File: src/rtl/clock_mode_ctrl_if.sv
`default_nettype none
// ============================================================================
//  Module   : clock_mode_ctrl_if
//  Purpose  : Key/tick inputs and counter-control outputs of clock_mode_ctrl.
//  Revision : 1.0
// ============================================================================
interface clock_mode_ctrl_if;
    logic       en1hz;
    logic       key_mode;
    logic       key_up;
    logic       key_clr;
    logic       cnt_en;
    logic       sec_up;
    logic       min_up;
    logic       clr;
    logic [3:0] blank;
    logic [1:0] mode;

    modport master (
        output en1hz, key_mode, key_up, key_clr,
        input  cnt_en, sec_up, min_up, clr, blank, mode
    );

    modport slave (
        input  en1hz, key_mode, key_up, key_clr,
        output cnt_en, sec_up, min_up, clr, blank, mode
    );
endinterface
`default_nettype wire

File: src/rtl/clock_mode_ctrl.sv
`default_nettype none
// ============================================================================
//  Module   : clock_mode_ctrl
//  Purpose  : RUN/SET_MIN/SET_SEC controller for the MM:SS clock: key pulses,
//             auto-repeat, idle timeout and set-field blink mask.
//  Revision : 1.0
// ============================================================================
module clock_mode_ctrl #(
    parameter int unsigned BLINK_HALF = 12_500_000,
    parameter int unsigned REPEAT_DLY = 25_000_000,
    parameter int unsigned REPEAT_PER = 5_000_000,
    parameter int unsigned TIMEOUT    = 500_000_000
) (
    input  wire logic         clk,
    input  wire logic         rst_n,
    clock_mode_ctrl_if.slave  bus_io
);

    localparam int unsigned c_bw   = (BLINK_HALF > 1) ? $clog2(BLINK_HALF) : 1;
    localparam int unsigned c_rmax = (REPEAT_DLY > REPEAT_PER) ? REPEAT_DLY : REPEAT_PER;
    localparam int unsigned c_rw   = (c_rmax > 1) ? $clog2(c_rmax) : 1;
    localparam int unsigned c_tw   = (TIMEOUT > 1) ? $clog2(TIMEOUT) : 1;

    localparam logic [c_bw-1:0] c_blink_last = c_bw'(BLINK_HALF - 1);
    localparam logic [c_rw-1:0] c_dly_last   = c_rw'(REPEAT_DLY - 1);
    localparam logic [c_rw-1:0] c_per_last   = c_rw'(REPEAT_PER - 1);
    localparam logic [c_tw-1:0] c_to_last    = c_tw'(TIMEOUT - 1);

    typedef enum logic [1:0] {
        RUN     = 2'd0,
        SET_MIN = 2'd1,
        SET_SEC = 2'd2
    } mode_e;

    mode_e             mode_q, mode_d;
    logic              key_mode_q, key_up_q, key_clr_q;
    logic              clr_q, clr_d;
    logic              min_up_q, min_up_d;
    logic              sec_up_q, sec_up_d;
    logic [3:0]        blank_q, blank_d;
    logic              phase_q, phase_d;
    logic [c_bw-1:0]   blink_cnt_q, blink_cnt_d;
    logic              rep_arm_q, rep_arm_d;
    logic              rep_first_q, rep_first_d;
    logic [c_rw-1:0]   rep_cnt_q, rep_cnt_d;
    logic [c_tw-1:0]   idle_q, idle_d;

    logic w_mode_rise, w_up_rise, w_clr_rise;
    logic w_any_key, w_in_set, w_rep_due, w_timeout;
    logic w_step, w_mode_chg;

    always_comb begin
        w_mode_rise = bus_io.key_mode & ~key_mode_q;
        w_up_rise   = bus_io.key_up   & ~key_up_q;
        w_clr_rise  = bus_io.key_clr  & ~key_clr_q;
        w_any_key   = bus_io.key_mode | bus_io.key_up | bus_io.key_clr;
        w_in_set    = (mode_q != RUN);
        w_rep_due   = rep_arm_q & bus_io.key_up &
                      (rep_first_q ? (rep_cnt_q == c_dly_last) : (rep_cnt_q == c_per_last));
        w_timeout   = (TIMEOUT != 0) & w_in_set & ~w_any_key & (idle_q == c_to_last);

        mode_d      = mode_q;
        clr_d       = 1'b0;
        min_up_d    = 1'b0;
        sec_up_d    = 1'b0;
        w_step      = 1'b0;
        w_mode_chg  = 1'b0;
        rep_arm_d   = rep_arm_q;
        rep_first_d = rep_first_q;
        rep_cnt_d   = rep_cnt_q;

        if (!bus_io.key_up || !w_in_set) begin
            rep_arm_d = 1'b0;
            rep_cnt_d = '0;
        end else if (rep_arm_q) begin
            rep_cnt_d = rep_cnt_q + 1'b1;
        end

        // clr beats a mode change, which beats an up/repeat step
        if (w_clr_rise) begin
            clr_d = 1'b1;
            if (w_rep_due) begin
                rep_cnt_d   = '0;
                rep_first_d = 1'b0;
            end
        end else if (w_mode_rise || w_timeout) begin
            w_mode_chg = 1'b1;
            rep_arm_d  = 1'b0;
            rep_cnt_d  = '0;
            if (w_timeout) begin
                mode_d = RUN;
            end else begin
                case (mode_q)
                    RUN:     mode_d = SET_MIN;
                    SET_MIN: mode_d = SET_SEC;
                    default: mode_d = RUN;
                endcase
            end
        end else if (w_up_rise && w_in_set) begin
            w_step      = 1'b1;
            rep_arm_d   = 1'b1;
            rep_first_d = 1'b1;
            rep_cnt_d   = '0;
        end else if (w_rep_due) begin
            w_step      = 1'b1;
            rep_first_d = 1'b0;
            rep_cnt_d   = '0;
        end

        if (w_step) begin
            min_up_d = (mode_q == SET_MIN);
            sec_up_d = (mode_q == SET_SEC);
        end

        // digits stay solid while a held key is stepping the field
        if (w_mode_chg || w_step || (rep_arm_q && bus_io.key_up)) begin
            blink_cnt_d = '0;
            phase_d     = 1'b0;
        end else if (blink_cnt_q == c_blink_last) begin
            blink_cnt_d = '0;
            phase_d     = ~phase_q;
        end else begin
            blink_cnt_d = blink_cnt_q + 1'b1;
            phase_d     = phase_q;
        end

        if ((TIMEOUT == 0) || w_any_key || w_mode_chg || (mode_d == RUN)) begin
            idle_d = '0;
        end else begin
            idle_d = idle_q + 1'b1;
        end

        blank_d = 4'b0000;
        if (phase_d) begin
            case (mode_d)
                SET_MIN: blank_d = 4'b1100;
                SET_SEC: blank_d = 4'b0011;
                default: blank_d = 4'b0000;
            endcase
        end
    end

    always_ff @(posedge clk or negedge rst_n) begin
        if (!rst_n) begin
            mode_q      <= RUN;
            key_mode_q  <= 1'b1;
            key_up_q    <= 1'b1;
            key_clr_q   <= 1'b1;
            clr_q       <= 1'b0;
            min_up_q    <= 1'b0;
            sec_up_q    <= 1'b0;
            blank_q     <= 4'b0000;
            phase_q     <= 1'b0;
            blink_cnt_q <= '0;
            rep_arm_q   <= 1'b0;
            rep_first_q <= 1'b1;
            rep_cnt_q   <= '0;
            idle_q      <= '0;
        end else begin
            mode_q      <= mode_d;
            key_mode_q  <= bus_io.key_mode;
            key_up_q    <= bus_io.key_up;
            key_clr_q   <= bus_io.key_clr;
            clr_q       <= clr_d;
            min_up_q    <= min_up_d;
            sec_up_q    <= sec_up_d;
            blank_q     <= blank_d;
            phase_q     <= phase_d;
            blink_cnt_q <= blink_cnt_d;
            rep_arm_q   <= rep_arm_d;
            rep_first_q <= rep_first_d;
            rep_cnt_q   <= rep_cnt_d;
            idle_q      <= idle_d;
        end
    end

    assign bus_io.cnt_en = bus_io.en1hz & (mode_q == RUN);
    assign bus_io.sec_up = sec_up_q;
    assign bus_io.min_up = min_up_q;
    assign bus_io.clr    = clr_q;
    assign bus_io.blank  = blank_q;
    assign bus_io.mode   = mode_q;

endmodule
`default_nettype wire
File: src/flat_wrapper.sv
// flat-port wrapper written by rule: the top's interface ports become plain ports
module clock_mode_ctrl_flat 
#(
    parameter int unsigned BLINK_HALF = 12_500_000,
    parameter int unsigned REPEAT_DLY = 25_000_000,
    parameter int unsigned REPEAT_PER = 5_000_000,
    parameter int unsigned TIMEOUT    = 500_000_000
)
  (clk, rst_n, bus_io_en1hz, bus_io_key_mode, bus_io_key_up, bus_io_key_clr, bus_io_cnt_en, bus_io_sec_up, bus_io_min_up, bus_io_clr, bus_io_blank, bus_io_mode);
  clock_mode_ctrl_if bus_io_i ();
  input  wire logic clk;
  input  wire logic rst_n;
  input wire logic [$bits(bus_io_i.en1hz)-1:0] bus_io_en1hz;
  input wire logic [$bits(bus_io_i.key_mode)-1:0] bus_io_key_mode;
  input wire logic [$bits(bus_io_i.key_up)-1:0] bus_io_key_up;
  input wire logic [$bits(bus_io_i.key_clr)-1:0] bus_io_key_clr;
  output wire logic [$bits(bus_io_i.cnt_en)-1:0] bus_io_cnt_en;
  output wire logic [$bits(bus_io_i.sec_up)-1:0] bus_io_sec_up;
  output wire logic [$bits(bus_io_i.min_up)-1:0] bus_io_min_up;
  output wire logic [$bits(bus_io_i.clr)-1:0] bus_io_clr;
  output wire logic [$bits(bus_io_i.blank)-1:0] bus_io_blank;
  output wire logic [$bits(bus_io_i.mode)-1:0] bus_io_mode;
  assign bus_io_i.en1hz = bus_io_en1hz;
  assign bus_io_i.key_mode = bus_io_key_mode;
  assign bus_io_i.key_up = bus_io_key_up;
  assign bus_io_i.key_clr = bus_io_key_clr;
  assign bus_io_cnt_en = bus_io_i.cnt_en;
  assign bus_io_sec_up = bus_io_i.sec_up;
  assign bus_io_min_up = bus_io_i.min_up;
  assign bus_io_clr = bus_io_i.clr;
  assign bus_io_blank = bus_io_i.blank;
  assign bus_io_mode = bus_io_i.mode;
  clock_mode_ctrl #(.BLINK_HALF(BLINK_HALF), .REPEAT_DLY(REPEAT_DLY), .REPEAT_PER(REPEAT_PER), .TIMEOUT(TIMEOUT)) u_core (.clk(clk), .rst_n(rst_n), .bus_io(bus_io_i));
endmodule
File: config.mk
export PLATFORM = sky130hd
export DESIGN_NAME = clock_mode_ctrl_flat
export DESIGN_NICKNAME = d
export VERILOG_FILES = /design/src/rtl/clock_mode_ctrl_if.sv /design/src/rtl/clock_mode_ctrl.sv /design/src/flat_wrapper.sv
export SDC_FILE = /design/constraint.sdc
export NUM_CORES = 1
export LEC_CHECK = 0
export BUFFER_PORTS_ARGS = -buffer_cell sky130_fd_sc_hd__buf_4
export CORE_MARGIN = 2
export CORE_UTILIZATION = 55
export CTS_BUF_LIST = sky130_fd_sc_hd__clkbuf_4
export DETAILED_ROUTE_END_ITERATION = 8
export PLACE_DENSITY = 0.72
export SLEW_MARGIN = 20
export SYNTH_ARGS = -nofsm -noshare
export SYNTH_HDL_FRONTEND = slang
export SYNTH_SLANG_ARGS = --single-unit
File: constraint.sdc
create_clock -name clk -period 2.87 [get_ports clk]
set_input_delay 0.574 -clock clk [delete_from_list [all_inputs] [get_ports clk]]
set_output_delay 0.574 -clock clk [all_outputs]
set_load 0.02 [all_outputs]
==> run metrics, run 1 <==
Top Ports=16; LEAKAGE=1.95 nW; Fmax=413 MHz; CP arrival=2.74 ns; Placement Rows=33; worst vdd ir=between 200 and 300 µV; layout net count=487; warnings from Yosys=0; Post-synth EDFFs=0; sequential-to-total area share from yosys stat=between 50% and 60%; Mapped Nets=approximately 470; startpoint types=flop; Initial Util=56.1%; Fin. Hold Viols=0; Vias per Instance=between 5 and 6; Synth Flop Type=dfrtp_1; Tcrit/Tclk final=between 80% and 90%; Post-synth top cells=dfrtp_1 (87), nor2_1 (76), xnor2_1 (46), nor3_1 (33), xor2_1 (28); Mapped Cells=approximately 460; Post-synth ARST share=100%; Syn Area/Cell=9.89 µm²; final cell utilization of the core=between 60% and 70%; clk root buf=clkbuf_4; CTS Hold Bufs=0; post-layout min period=between 2 and 2.5 ns; layout cells sized above 1=roughly 9.7%; top layer in use=met4; Worst Path Max Fanout=23; RSZ-0062 raised after global routing=false; drt wl/cell=about 15 µm; Area Growth Syn to Fin=7.91%; PortBufs=15; dpl ws=roughly 0.49 ns; total CTS buffers=9; final antenna-violating net count=0; Via Count=between 3000 and 4000; Final Skew=approximately 0.018 ns; largest net degree at the start of global routing=47; Clock Sink Count=slightly above 90; worst-margin pin slew=between 0.6 and 0.7 ns; wire length on met3=about 240 µm; CTS resizes=0; First DRT Iteration DRCs=around 130; Yosys top cell by area=dfrtp_1; Synth Cell Area=about 0.0045 mm²; die area=approximately 0.0090 mm²; Hold Crit Class=primary input to async pin; number of global-route vias before repair=between 3000 and 4000; status=finished, final reports clean; GRT overflow=0; post-synth cell types=46; setup TNS=0 ns; Setup-failing EPs final=0; met1 WL=around 4100 µm; maxcap violations=0; first drt pass iteration count=4; DR DRC count=0; Slew Viols, Final=0; Critical Path RT=around 3.2 ns; fin worst setup slack=0.450 ns; Clock Latency Late Sink=approximately 0.43 ns; Post CTS Setup Buffer Count=0; crit path kind=flop to flop; H-tree levels=3; met2 wire length=approximately 4200 µm; Relative slew margins=54.5%; first-pass GRT wire length=~15000 µm; WL final=between 8000 and 9000 µm; clock tree buffer depth=2; Die Wd=94.9 µm; initial antenna violation count=0; Core Area=just over 0.008 mm²; Worst Setup End Kind=flop; CTS tree=built; share of the synthesized area in the top cell type=a little under half; GRT Overall Usage=between 20% and 30%; Die Height=94.9 µm; number of synthesized register bits=91; GPL Wtd Cong=about 0.82; CTS clk-pin slew, worst paths=0.14 ns; Pwr Density=484 mW/mm²; ranking of synthesized cells by area=dfrtp_1 (48%), xnor2_1 (8.9%), nor2_1 (6.3%), xor2_1 (5.4%), nor3_1 (3.6%); hpwl dp=approximately 6000 µm; top-count cell post-synth=dfrtp_1; Ant. Diodes=0
[cell usage in the layout (no fill, tap or decap), drive strengths merged, types with 3 or more instances in the layout]
cell type / instances
and2: 8
and3: 13
and4: 7
buf: 22
clkbuf: 9
clkinv: 6
dfrtp: 87
dfstp: 4
ha: 3
inv: 14
nand2: 27
nand2b: 3
nand3: 27
nand4: 19
nor2: 76
nor2b: 3
nor3: 33
nor4: 12
nor4b: 5
o21ai: 4
xnor2: 46
xor2: 28
[final timing paths]
path                              startpoint                   to  slack, ns  cells past startpoint
setup / recovery           u_core.idle_q[21]  u_core.rep_cnt_q[6]       0.45                      7
max in group asynchronous              rst_n      u_core.key_up_q       2.04                      2
hold reg to reg             u_core.idle_q[0]     u_core.idle_q[0]       0.48                      1
hold / removal                         rst_n    u_core.idle_q[22]       0.13                      1
setup reg to reg           u_core.idle_q[21]  u_core.rep_cnt_q[6]       0.45                      7
min in group clk             bus_io_key_mode    u_core.key_mode_q       0.25                      1
[power breakdown]
part | internal, W | switching (W)
clock | 0.000263 | 0.000437
combinational | 0.000104 | 0.000183
sequential | 0.00133 | 0.0000536
[kinds of logic (layout without fill, tap and decap cells)]
kind of cell | Yosys count | count (layout) | share of synthesized area (%)
buffers and inverters | 29 | 53 | 3.14
XOR/XNOR | 74 | 74 | 14.3
flip-flops | 91 | 91 | 50.3
AND/OR/NAND/NOR | 245 | 245 | 28.1
multiplexers | 1 | 1 | 0.220
adder cells (fa/ha/maj) | 3 | 3 | 0.827
AO/OA/AOI/OAI | 16 | 16 | 3.14
[metrics by stage]
stage	instance area, µm²	hold slack, ns	instances	power, W
after floorplan	4540	0.278	459	0.00159
after global placement	4760	0.441	572	0.00169
after detailed placement	4760	0.472	572	0.00170
after CTS	4900	0.124	588	0.00240
after global routing	4900	0.125	588	0.00249
final	4900	0.130	588	0.00237
[metal layers]
layer | vias to the layer above | GRT usage [%]
met5 | - | 0
met3 | 9 | 5.83
met4 | 0 | 7.00
li1 | 1622 | -
met2 | 31 | 34.0
met1 | 1631 | 28.2
[registers in the layout, indices dropped and copies added, names as in the netlist]
register	flops
u_core.blink_cnt_q	24
u_core.bus_io.blank	2
u_core.bus_io.clr	1
u_core.bus_io.min_up	1
u_core.bus_io.mode	2
u_core.bus_io.sec_up	1
u_core.idle_q	29
u_core.key_clr_q	1
u_core.key_mode_q	1
u_core.key_up_q	1
u_core.phase_q	1
u_core.rep_arm_q	1
u_core.rep_cnt_q	25
u_core.rep_first_q	1
[final cells by class]
type                            instances  area, µm²
Fill cell                             737       3190
Sequential cell                        91       2280
Multi-Input combinational cell        339       2120
Timing Repair Buffer                   22        178
Tap cell                              105        131
Clock inverter                          7       68.8
Clock buffer                            9       67.6
Inverter                               15       56.3
[critical path, cell delays in order (launching register included)]
cell and delay [ns]:
dfrtp_1 0.44, or4b_1 0.51, nor4_1 0.39, a41oi_1 0.16
buf_4 0.22, o211ai_2 0.20, buf_4 0.30, nor2_1 0.10
Note: power is estimated with default switching activity, not from simulation.
==> run 2, diff against run 1 <==
Clock period 2.87 ns to 2.4 ns, I/O delays scaled along.
==> run metrics, run 2 (same netlist as run 1, synthesis figures left out) <==
status=complete, but fails checks; failing checks=hold timing; clk root buf=clkbuf_4; Ant. Diodes=0; Largest regs=u_core.idle_q x29, u_core.rep_cnt_q x25, u_core.blink_cnt_q x24; maxcap violations=0; setup TNS=0 ns; initial antenna violation count=0; Tcrit/Tclk final=90.9%; fillers=701; Worst Setup End Kind=flop; Hold Crit Class=primary input to async pin; GPL Wtd Cong=between 0.8 and 0.9; LEAKAGE=about 2 nW; post-layout min period=2.18 ns; Area Growth Syn to Fin=10.5%; CP max-delay cell=or4b_1; CP arrival=about 2.5 ns; most common cell after layout, fill and taps aside=dfrtp_1; Pwr Density=between 500 and 600 mW/mm²; Die Height=approximately 95 µm; Setup-failing EPs final=0; RSZ-0062 raised after global routing=false; Worst Path Max Fanout=18; Slew Viols, Final=0; largest net degree at the start of global routing=40; GRT Overall Usage=about 22%; CP peak stage delay=roughly 0.52 ns; Core Area=between 0.008 and 0.009 mm²; Critical Path RT=roughly 2.7 ns; area of placed instances=a little under 0.005 mm²; fin worst setup slack=around 0.22 ns; Relative slew margins=a little over half; most frequent cells in the layout=dfrtp_1 (87), nor2_1 (76), xnor2_1 (46); dpl ws=0.148 ns; design area=0.00502 mm²; Via Count=~3400; CTS tree=built; reg2reg start=u_core.idle_q[21]; drt wl/cell=14.9 µm; final cell utilization of the core=62.0%; first-pass GRT wire length=around 16000 µm; Initial Util=between 50 and 60%; startpoint types=flop; First DRT Iteration DRCs=between 200 and 250; number of global-route vias before repair=~3300; worst-margin pin slew=approximately 0.71 ns; Die Wd=94.9 µm; layout cells sized above 1=a little under an eighth; crit path kind=flop to flop; PortBufs=15; Final Skew=0.0247 ns; WL final=8870 µm; CP Cell Sequence=or4b_1, nor4_1, a41oi_1, buf_4, o211ai_2, buf_12, nor2_1; Largest register FFs=29; GRT overflow=0; DR DRC count=0; Fin. Hold Viols=5; layout net count=~500; Top Ports=16; die area=between 0.008 and 0.009 mm²; first drt pass iteration count=5; final antenna-violating net count=0; worst vdd ir=around 270 µV; Placement Rows=33; worst hold slack=-0.0158 ns; total CTS buffers=9; Largest Register=u_core.idle_q; H-tree levels=3; Fmax=about 460 MHz; Clock Latency Late Sink=0.43 ns; Vias per Instance=between 5 and 6; Post CTS Setup Buffer Count=0; clock tree buffer depth=2; Crit. Startpoint=u_core.idle_q[21]; hpwl dp=around 6300 µm; Clock Sink Count=91; CTS clk-pin slew, worst paths=~0.14 ns
==> run 2: power breakdown <==
group / switching, W / internal [W] / total [W]
sequential: 0.0000466 / 0.00159 / 0.00164
combinational: 0.000255 / 0.000183 / 0.000438
clock: 0.000490 / 0.000427 / 0.000916
total: 0.000791 / 0.00220 / 0.00299
==> run 2: what timing repair did <==
action                                  CTS  global route
endpoints found under the setup margin    0             2
resized for setup                         0             2
hold buffers                              0             0
==> run 2: path summary, 6_finish.rpt <==
check                                  endpoint  slack (ns)  cells past startpoint
setup / recovery           u_core.rep_cnt_q[24]        0.22                      7
hold / removal                u_core.idle_q[19]       -0.02                      1
setup reg to reg           u_core.rep_cnt_q[24]        0.22                      7
hold reg to reg                u_core.idle_q[0]        0.47                      1
max in group asynchronous  u_core.rep_cnt_q[19]        1.70                      2
min in group clk              u_core.key_mode_q        0.17                      1
==> run 2: through the flow <==
stage | total power [W] | cells
final | 0.00299 | 596
after CTS | 0.00302 | 596
after detailed placement | 0.00211 | 580
after global routing | 0.00314 | 596
after global placement | 0.00209 | 580
after floorplan | 0.00190 | 459
==> run 2: cell type report <==
type / count / area, µm² / area share (%)
clock buffer: 10 / 75.1 / 1.50
inverter: 15 / 56.3 / 1.12
timing repair buffer: 30 / 263 / 5.24
sequential: 91 / 2280 / 45.5
multi-input combinational: 339 / 2130 / 42.4
tap: 105 / 131 / 2.62
clock inverter: 6 / 80.1 / 1.60
==> run 2: worst max-delay path, delay by kind of cell, from the launching register on <==
family	cells	cell delay, ns
AOI/OAI and AO/OA	2	0.36
buffers and inverters	2	0.39
DFF	1	0.45
and+or+nand+nor	3	0.87
==> run 2: routing by layer <==
metal  GRT usage [%]  share of wire [%]  wire length [µm]
met1            30.7                 48              4270
met3            3.43                3.0               262
met2            35.0                 47              4200
met4            8.21                1.6               144
met5               0                  0                 0
==> run 3, diff against run 2 <==
Settings changed: CORE_UTILIZATION 55 to 61, PLACE_DENSITY 0.72 to 0.79.
==> run metrics, run 3 (same netlist as run 1, synthesis figures left out) <==
status=finished, final reports clean; Core Area=roughly 0.007 mm²; largest net degree at the start of global routing=52; Worst Path Max Fanout=13; Relative slew margins=a little over half; Reg power frac=56.0%; hpwl dp=6040 µm; Fmax=approximately 450 MHz; First DRT Iteration DRCs=150; setup TNS=0 ns; GRT overflow=0; WL final=between 8000 and 9000 µm; post-layout min period=approximately 2.2 ns; Finished Layout Cells=just under 600; DR DRC count=0; final antenna-violating net count=0; r2r worst-path depth=7; Final Skew=roughly 0.016 ns; PortBufs=15; GRT Overall Usage=between 20% and 30%; worst-margin pin slew=roughly 0.67 ns; clk root buf=clkbuf_4; first drt pass iteration count=4; Hold Crit Class=primary input to flop; LEAKAGE=1.99 nW; number of placed instances, taps included=~570; Fin. Hold Viols=0; Largest Register=u_core.idle_q; Pwr Density=585 mW/mm²; layout cells sized above 1=between 10% and 20%; maxcap violations=0; most common cell after layout, fill and taps aside=dfrtp_1; Via Count=about 3300; initial antenna violation count=0; switching part of the total=between 20% and 30%; Comb power frac=14.6%; Worst Setup End Kind=flop; Vias per Instance=around 5.7; Post CTS Setup Buffer Count=0; drt wl/cell=around 15 µm; die area=0.00815 mm²; Worst Hold Depth=1; Tcrit/Tclk final=around nine tenths; clock tree buffer depth=2; Ant. Diodes=0; fin worst setup slack=about 0.20 ns; design area=roughly 0.005 mm²; Setup-failing EPs final=0; Die Height=~90 µm; dpl ws=about 0.17 ns; Clock Sink Count=91; cell internal pwr=roughly 0.0021 W; Initial Util=between 60% and 70%; area of placed instances=roughly 0.0048 mm²; startpoint types=flop; H-tree levels=3; first-pass GRT wire length=between 15000 and 20000 µm; number of global-route vias before repair=3240; Largest regs=u_core.idle_q x29, u_core.rep_cnt_q x25, u_core.blink_cnt_q x24; CP arrival=~2.6 ns; Die Wd=about 90 µm; RSZ-0062 raised after global routing=false; Psw=roughly 0.00083 W; most frequent cells in the layout=dfrtp_1 (87), nor2_1 (76), xnor2_1 (46); area of the multi-input gates=0.00213 mm²; Slew Viols, Final=0; CTS clk-pin slew, worst paths=0.14 ns; Critical Path RT=~2.8 ns; CTS tree=built; Clock Power Share=between 20 and 30%; fillers=between 500 and 600; Clock Latency Late Sink=0.45 ns; Register Area=0.00228 mm²; Area Growth Syn to Fin=9.81%; GPL Wtd Cong=approximately 0.87; Top Ports=16; crit path kind=flop to flop; total CTS buffers=9; Placement Rows=31; layout net count=roughly 500; Largest register FFs=29; Worst R2R Setup Slack=0.20 ns; worst vdd ir=~310 µV
==> run 3: changes by cell type in the layout (fill, tap and decap cells not counted), sizes merged <==
cell | previous run | this run
buf | 30 | 27
bufinv | 2 | 1
clkbuf | 10 | 9
clkinvlp | 1 | 2
dlygate4sd3 | 0 | 1
inv | 14 | 15
==> run 3: area by class of cell <==
class	instances	share of cell area, %
inverters	15	1.13
repair buffers	28	5.02
well taps	99	2.48
multi-input cells	339	42.7
clock buffers	9	1.36
flip-flops and latches	91	45.8
clock inverters	7	1.56
==> run 3: worst max-delay path, stage by stage, from the launching register on <==
cell and delay [ns]:
dfrtp_1 0.43, or4b_1 0.53, nor4_1 0.30, a41oi_1 0.15
buf_4 0.24, o211ai_2 0.17, buf_4 0.22, nor2_1 0.07
==> run 3: stage by stage <==
stage | power [W] | util (%) | hold WS (ns)
2_1_floorplan | 0.00190 | - | 0.184
3_3_place_gp | 0.00207 | 66.8 | 0.439
3_5_place_dp | 0.00209 | 66.8 | 0.465
4_1_cts | 0.00294 | 68.9 | 0.113
5_1_grt | 0.00305 | 69.1 | 0.0998
6_report | 0.00292 | 69.1 | 0.144
==> run 3: timing repair <==
action                                  in CTS  in global routing
hold buffers                                 1                  0
resized for setup                            0                  2
endpoints found under the setup margin       0                  1
endpoints found under the hold margin       36                  0
==> run 3: per-layer routing <==
metal	global-route usage (%)	share of wire [%]	vias to the layer above	wire, µm
met5	0	0	-	0
met4	7.69	1.2	0	103
met3	5.18	3.8	10	331
met2	36.4	48	59	4190
met1	31.8	47	1644	4180
li1	-	-	1626	-
==> run 3: power groups by stage <==
| stage | clock network (W) | logic, W | registers, W |
|---|---|---|---|
| 6_report | 0.000858 | 0.000425 | 0.00163 |
| 5_1_grt | 0.000939 | 0.000475 | 0.00164 |
| 3_5_place_dp | 0 | 0.000423 | 0.00166 |
| 2_1_floorplan | 0 | 0.000221 | 0.00168 |
| 3_3_place_gp | 0 | 0.000414 | 0.00166 |
| 4_1_cts | 0.000883 | 0.000427 | 0.00163 |
==> run 3: final timing paths <==
kind	to	startpoint
setup / recovery	u_core.rep_cnt_q[6]	u_core.idle_q[17]
hold / removal	u_core.key_clr_q	bus_io_key_clr
setup reg to reg	u_core.rep_cnt_q[6]	u_core.idle_q[17]
hold reg to reg	u_core.idle_q[0]	u_core.idle_q[0]
max in group asynchronous	u_core.rep_first_q	rst_n
min in group asynchronous	u_core.idle_q[17]	rst_n
